`config.mk`:
```
export PLATFORM = sky130hd
export DESIGN_NAME = serial_subtractor_flat
export DESIGN_NICKNAME = d
export VERILOG_FILES = /design/src/rtl/serial_subtractor_pkg.sv /design/src/rtl/serial_subtractor_if.sv /design/src/rtl/serial_subtractor_fs.sv /design/src/rtl/serial_subtractor.sv /design/src/flat_wrapper.sv
export SDC_FILE = /design/constraint.sdc
export NUM_CORES = 1
export LEC_CHECK = 0
export CORE_MARGIN = 2
export CORE_UTILIZATION = 40
export CTS_BUF_LIST = sky130_fd_sc_hd__clkbuf_4 sky130_fd_sc_hd__clkbuf_8 sky130_fd_sc_hd__clkbuf_16
export DETAILED_ROUTE_END_ITERATION = 7
export PLACE_DENSITY = 0.62
export SLEW_MARGIN = 25
export SYNTH_ARGS = -nofsm -noshare
export SYNTH_HDL_FRONTEND = slang
export SYNTH_SLANG_ARGS = --single-unit
```
`constraint.sdc`:
```
create_clock -name clk -period 1.7 [get_ports clk]
set_input_delay 0.51 -clock clk [delete_from_list [all_inputs] [get_ports clk]]
set_output_delay 0.51 -clock clk [all_outputs]
set_load 0.02 [all_outputs]
```
`src/rtl/serial_subtractor_pkg.sv`:
```
// Shared definitions for the serial arithmetic blocks: FSM states and default width.
package serial_arith_pkg;

  localparam int unsigned DEF_WIDTH = 8;

  typedef enum logic [1:0] {
    IDLE  = 2'd0,
    SHIFT = 2'd1,
    DONE  = 2'd2
  } state_t;

endpackage

```
`src/rtl/serial_subtractor_if.sv`:
```
// Request/result bundle for the serial subtractor: start/busy/done handshake plus operands.
interface serial_subtractor_if #(
  parameter int unsigned WIDTH = 8
);
  logic             start;
  logic [WIDTH-1:0] a;
  logic [WIDTH-1:0] b;
  logic             bin;
  logic             busy;
  logic             done;
  logic [WIDTH-1:0] d;
  logic             bout;

  modport master (
    output start, a, b, bin,
    input  busy, done, d, bout
  );

  modport slave (
    input  start, a, b, bin,
    output busy, done, d, bout
  );
endinterface

```
`src/rtl/serial_subtractor_fs.sv`:
```
// Combinational 1-bit full subtractor cell: {bout, diff} = a - b - bin.
module full_subtractor (
  input  logic a,
  input  logic b,
  input  logic bin,
  output logic diff,
  output logic bout
);
  assign diff = a ^ b ^ bin;
  assign bout = (~a & b) | (~(a ^ b) & bin);
endmodule

```
`src/rtl/serial_subtractor.sv`:
```
// Bit-serial unsigned subtractor, LSB first, one bit per clock, single borrow flip-flop.
module serial_subtractor
  import serial_arith_pkg::*;
#(
  parameter int unsigned WIDTH = DEF_WIDTH
) (
  input logic                clk,
  input logic                rst,
  serial_subtractor_if.slave bus
);

  localparam int unsigned CW = $clog2(WIDTH);

  state_t           r_state;
  state_t           w_next;
  logic [WIDTH-1:0] r_a;
  logic [WIDTH-1:0] r_b;
  logic [WIDTH-1:0] r_res;
  logic             r_brw;
  logic [CW-1:0]    r_cnt;
  logic [WIDTH-1:0] r_d;
  logic             r_bout;

  logic w_diff;
  logic w_bout;
  logic w_last;
  logic w_load;
  logic w_step;
  logic w_busy;
  logic w_done;

  full_subtractor u_fs (
    .a    (r_a[0]),
    .b    (r_b[0]),
    .bin  (r_brw),
    .diff (w_diff),
    .bout (w_bout)
  );

  assign w_last = (r_cnt == CW'(WIDTH - 1));

  always_ff @(posedge clk or posedge rst) begin
    if (rst) r_state <= IDLE;
    else     r_state <= w_next;
  end

  always_comb begin
    w_next = r_state;
    w_load = 1'b0;
    w_step = 1'b0;
    w_busy = 1'b0;
    w_done = 1'b0;
    case (r_state)
      IDLE: begin
        if (bus.start) begin
          w_load = 1'b1;
          w_next = SHIFT;
        end
      end
      SHIFT: begin
        w_busy = 1'b1;
        w_step = 1'b1;
        if (w_last) w_next = DONE;
      end
      DONE: begin
        w_done = 1'b1;
        w_next = IDLE;
      end
      default: w_next = IDLE;
    endcase
  end

  // Result bits enter at the MSB so after WIDTH steps the first bit sits at bit 0;
  // d/bout are only written on the final step so partial results stay hidden.
  always_ff @(posedge clk or posedge rst) begin
    if (rst) begin
      r_a    <= '0;
      r_b    <= '0;
      r_res  <= '0;
      r_brw  <= 1'b0;
      r_cnt  <= '0;
      r_d    <= '0;
      r_bout <= 1'b0;
    end else if (w_load) begin
      r_a   <= bus.a;
      r_b   <= bus.b;
      r_brw <= bus.bin;
      r_cnt <= '0;
    end else if (w_step) begin
      r_a   <= r_a >> 1;
      r_b   <= r_b >> 1;
      r_brw <= w_bout;
      r_res <= {w_diff, r_res[WIDTH-1:1]};
      r_cnt <= r_cnt + 1'b1;
      if (w_last) begin
        r_d    <= {w_diff, r_res[WIDTH-1:1]};
        r_bout <= w_bout;
      end
    end
  end

  assign bus.busy = w_busy;
  assign bus.done = w_done;
  assign bus.d    = r_d;
  assign bus.bout = r_bout;

endmodule
```
`src/flat_wrapper.sv`:
```
// flat-port wrapper written by rule: the top's interface ports become plain ports
module serial_subtractor_flat import serial_arith_pkg::*;
#(
  parameter int unsigned WIDTH = DEF_WIDTH
)
  (clk, rst, bus_start, bus_a, bus_b, bus_bin, bus_busy, bus_done, bus_d, bus_bout);
  serial_subtractor_if #(.WIDTH(WIDTH)) bus_i ();
  input logic clk;
  input logic rst;
  input wire logic [$bits(bus_i.start)-1:0] bus_start;
  input wire logic [$bits(bus_i.a)-1:0] bus_a;
  input wire logic [$bits(bus_i.b)-1:0] bus_b;
  input wire logic [$bits(bus_i.bin)-1:0] bus_bin;
  output wire logic [$bits(bus_i.busy)-1:0] bus_busy;
  output wire logic [$bits(bus_i.done)-1:0] bus_done;
  output wire logic [$bits(bus_i.d)-1:0] bus_d;
  output wire logic [$bits(bus_i.bout)-1:0] bus_bout;
  assign bus_i.start = bus_start;
  assign bus_i.a = bus_a;
  assign bus_i.b = bus_b;
  assign bus_i.bin = bus_bin;
  assign bus_busy = bus_i.busy;
  assign bus_done = bus_i.done;
  assign bus_d = bus_i.d;
  assign bus_bout = bus_i.bout;
  serial_subtractor #(.WIDTH(WIDTH)) u_core (.clk(clk), .rst(rst), .bus(bus_i));
endmodule
```
==> metrics.md, run 1 <==
| Metric | Value |
|---|---|
| Max-slew violations | 0 |
| Drt first pass iters | 4 |
| CP Capture Type | output pin |
| Wire per inst | 15.2 microns |
| Diodes inserted | 0 |
| Critical Path End | bus_done |
| Unique cell type count in the Yosys netlist | 23 |
| DR vias | 1190 |
| R2R Path Start | u_core.r_cnt[0]$_DFFE_PP0P_ |
| Share of layout cells above drive strength 1 | 27.2% |
| Critical Path RT | 1.19 ns |
| Worst IR Drop VDD | 744 uV |
| Final period util | 98.0% |
| Area Overhead vs Synth | 22.9% |
| Final TNS setup | 0 ns |
| CTS Sinks | 38 |
| Synthesized net count | 157 |
| Final Hold Vio Count | 0 |
| Synth top area cells | dfrtp_1 51%, mux2_4 11%, nor4b_1 6.2% |
| Final wirelength | 3360 microns |
| Post-synth EDFFs | 0 |
| Die area | 5180 sq um |
| Sequential cell area fraction in the yosys report | 51.4% |
| Post-Synthesis Cells | 134 |
| RR Endpoint | u_core.bus.d[7]$_DFFE_PP0P_ |
| Fillers | 386 |
| CTS Buffer Depth | 2 |
| Worst hold stages | 1 |
| Slew @ Worst Pin | 0.365 ns |
| Setup Fix Bufs, Post-CTS | 0 |
| Non-Filler Instances | 221 |
| CTS root buf | clkbuf_8 |
| Max cap viols | 0 |
| Power per cell area | 1770 nW/um^2 |
| Post-layout min period | 1.67 ns |
| # port buffers | 30 |
| Final ANT Viol Nets | 0 |
| I/O pin total | 31 |
| Number of placement rows | 24 |
| Most frequent cells after synthesis | 38 x dfrtp_1, 18 x inv_1, 13 x mux2_4, 13 x nor4b_1, 10 x a221oi_1 |
| Startpoint Class | flop |
| DPL Wire Length | 2290 microns |
| Yosys reg bits | 38 |
| Relative slew slack | 75.3% |
| Worst min path class | flop to flop |
| Clock Latency Late Sink | 0.28 ns |
| Placed instance count | 215 |
| Crit path arrival time | 1.16 ns |
| First-pass GRT wire length | 5660 microns |
| # nets final | 193 |
| Endpoints failing setup | 0 |
| CP max FO | 3 |
| GPL Wtd Cong | 0.789 |
| Most frequent cell after synthesis | dfrtp_1 |
| Congestion Overflow GR | 0 |
| TritonCTS buffer count | 5 |
| FMAX | 0.600 GHz |
| Largest net degree at the start of global routing | 39 |
| Setup crit start | u_core.r_state[1]$_DFFE_PP0P_ |
| Synth warn | 0 |
| Die Wd | 72.0 microns |
| CORE AREA | 4410 sq um |
| FF-to-FF path depth | 4 |
| Cts hold-fix bufs | 0 |
| Syn avg cell area | 13.8 sq um |
| H-Tree Depth | 2 |
| Top FF cell, synth | dfrtp_1 |
| Initial antenna violation count | 0 |
| Leading area contributor after synthesis | dfrtp_1 |
| Drt via density | 5.38 |
| Clock transition at the registers of the reported paths | 0.07 ns |
| CTS tree | done |
| Initial Util | 41.9% |
| R2r setup slk | 0.22 ns |
| Post-Syn Area | 1850 sq um |
| DRC | 0 |
| Initial drt markers | 53 |
| Yosys top cell area share | 51.4% |
| Worst clock skew | 0.00703 ns |
| Vias in the first global route | 1169 |
| Crit Path Category | flop to output pin |
| Synth async-reset ratio | 100% |
| Status | finished clean |
| GR Util All Layers | 14.4% |
| Lkg Pwr | 0.00106 uW |
| Die H | 72.0 microns |
[state kept, by name, indices dropped and copies added (netlist names)]
signal,cells
u_core.r_b,8
u_core.r_res,7
u_core.r_cnt,3
u_core.bus.d,8
u_core.r_a,8
u_core.r_brw,1
u_core.bus.bout,1
u_core.r_state,2
[power by group]
part	internal, uW	leakage (uW)	switching, uW	total [uW]
clock network	313	0.0000431	285	598
registers	1350	0.000445	223	1570
logic	981	0.000572	863	1840
total	2640	0.00106	1370	4010
[final cells by class]
| cell class | count | area, sq um | area share [%] |
|---|---|---|---|
| repair buffers | 41 | 380 | 16.7 |
| clock buffers | 6 | 82.6 | 3.63 |
| multi-input cells | 66 | 727 | 32.0 |
| inverters | 18 | 67.6 | 2.97 |
| well taps | 52 | 65.1 | 2.86 |
| flip-flops and latches | 38 | 951 | 41.8 |
[cells by family (layout without fill, tap and decap cells)]
logic type               Yosys count  count (layout)  share of synthesized area (%)
adder cells (fa/ha/maj)            3               3                           2.44
AO/OA/AOI/OAI                     21              21                           12.0
buffers and inverters             30              65                           9.40
flip-flops                        38              38                           51.4
AND/OR/NAND/NOR                   25              25                           11.8
multiplexers                      17              17                           12.9
[worst min-delay path by stage]
stage / start / to / slack [ns]
floorplan: u_core.r_a[7]$_DFFE_PP0P_ / u_core.r_a[7]$_DFFE_PP0P_ / 0.47
global placement: u_core.r_cnt[2]$_DFFE_PP0P_ / u_core.r_cnt[2]$_DFFE_PP0P_ / 0.49
detailed placement: u_core.r_b[7]$_DFFE_PP0P_ / u_core.r_b[7]$_DFFE_PP0P_ / 0.49
CTS: u_core.r_a[7]$_DFFE_PP0P_ / u_core.r_a[7]$_DFFE_PP0P_ / 0.51
global route: u_core.bus.d[1]$_DFFE_PP0P_ / u_core.bus.d[1]$_DFFE_PP0P_ / 0.52
finish: u_core.bus.d[2]$_DFFE_PP0P_ / u_core.bus.d[2]$_DFFE_PP0P_ / 0.51
[metrics by stage]
step	hold WS (ns)	setup slack, ns	utilization, %	power (uW)	instance area, sq um
after global placement	0.488	-0.0719	49.9	3490	2200
after CTS	0.509	0.00108	51.6	4070	2280
final	0.506	0.0333	51.5	4010	2270
after floorplan	0.467	0.191	-	3050	1850
after detailed placement	0.489	-0.0968	49.9	3550	2200
after global routing	0.524	-0.0149	51.5	4320	2270
[placed cells by master, fill, tap and decap left out]
| cell type | instances |
|---|---|
| dfrtp_1 | 38 |
| nor2b_2 | 1 |
| dlygate4sd2_1 | 9 |
| clkbuf_8 | 6 |
| mux2_4 | 13 |
| a221oi_2 | 5 |
| mux2i_1 | 1 |
| nand3b_4 | 1 |
| mux2_2 | 3 |
| nand2b_1 | 2 |
| o21bai_4 | 1 |
| nor2b_4 | 1 |
| clkdlybuf4s15_2 | 1 |
| nor4b_1 | 13 |
| nor4b_2 | 2 |
| nor3b_1 | 1 |
| nor2_1 | 4 |
| clkbuf_2 | 1 |
| inv_1 | 18 |
| fa_1 | 1 |
| a221oi_1 | 10 |
| buf_4 | 10 |
| a21oi_1 | 1 |
| buf_12 | 1 |
| clkdlybuf4s50_1 | 19 |
| a22o_1 | 4 |
| ha_1 | 2 |
[routing by layer]
metal  GRT usage, %  wire (microns)  up-vias
li1               -               -      555
met1           18.4            1470      591
met2           22.6            1650       40
met3           3.89             188        4
met4           6.92              43        0
met5              0               0        -
[worst max-delay path: stages, from the launching register on]
cell	delay, ns
dfrtp_1	0.41
nor2b_2	0.20
clkdlybuf4s15_2	0.27
[timing repair]
item,in CTS,in global routing
pin swaps,0,0
endpoints found under the setup margin,11,2
gates resized for setup,14,2
cloned,0,0
(Power assumes the default switching activity.)
==> run 2, diff against run 1 <==
--- a/config.mk
+++ b/config.mk
@@ -5,6 +5,7 @@
 export SDC_FILE = /design/constraint.sdc
 export NUM_CORES = 1
 export LEC_CHECK = 0
+export CAP_MARGIN = 15
 export CORE_MARGIN = 2
 export CORE_UTILIZATION = 40
 export CTS_BUF_LIST = sky130_fd_sc_hd__clkbuf_4 sky130_fd_sc_hd__clkbuf_8 sky130_fd_sc_hd__clkbuf_16
==> results of run 2 <==
Same layout as run 1: the final DEF is identical, and so are final timing and power.
==> run 3, diff against run 2 <==
--- a/config.mk
+++ b/config.mk
@@ -11,7 +11,7 @@
 export CTS_BUF_LIST = sky130_fd_sc_hd__clkbuf_4 sky130_fd_sc_hd__clkbuf_8 sky130_fd_sc_hd__clkbuf_16
 export DETAILED_ROUTE_END_ITERATION = 7
 export PLACE_DENSITY = 0.62
-export SLEW_MARGIN = 25
+export SLEW_MARGIN = 40
 export SYNTH_ARGS = -nofsm -noshare
 export SYNTH_HDL_FRONTEND = slang
 export SYNTH_SLANG_ARGS = --single-unit
==> results of run 3 <==
Same layout as run 1: the final DEF is identical, and so are final timing and power.
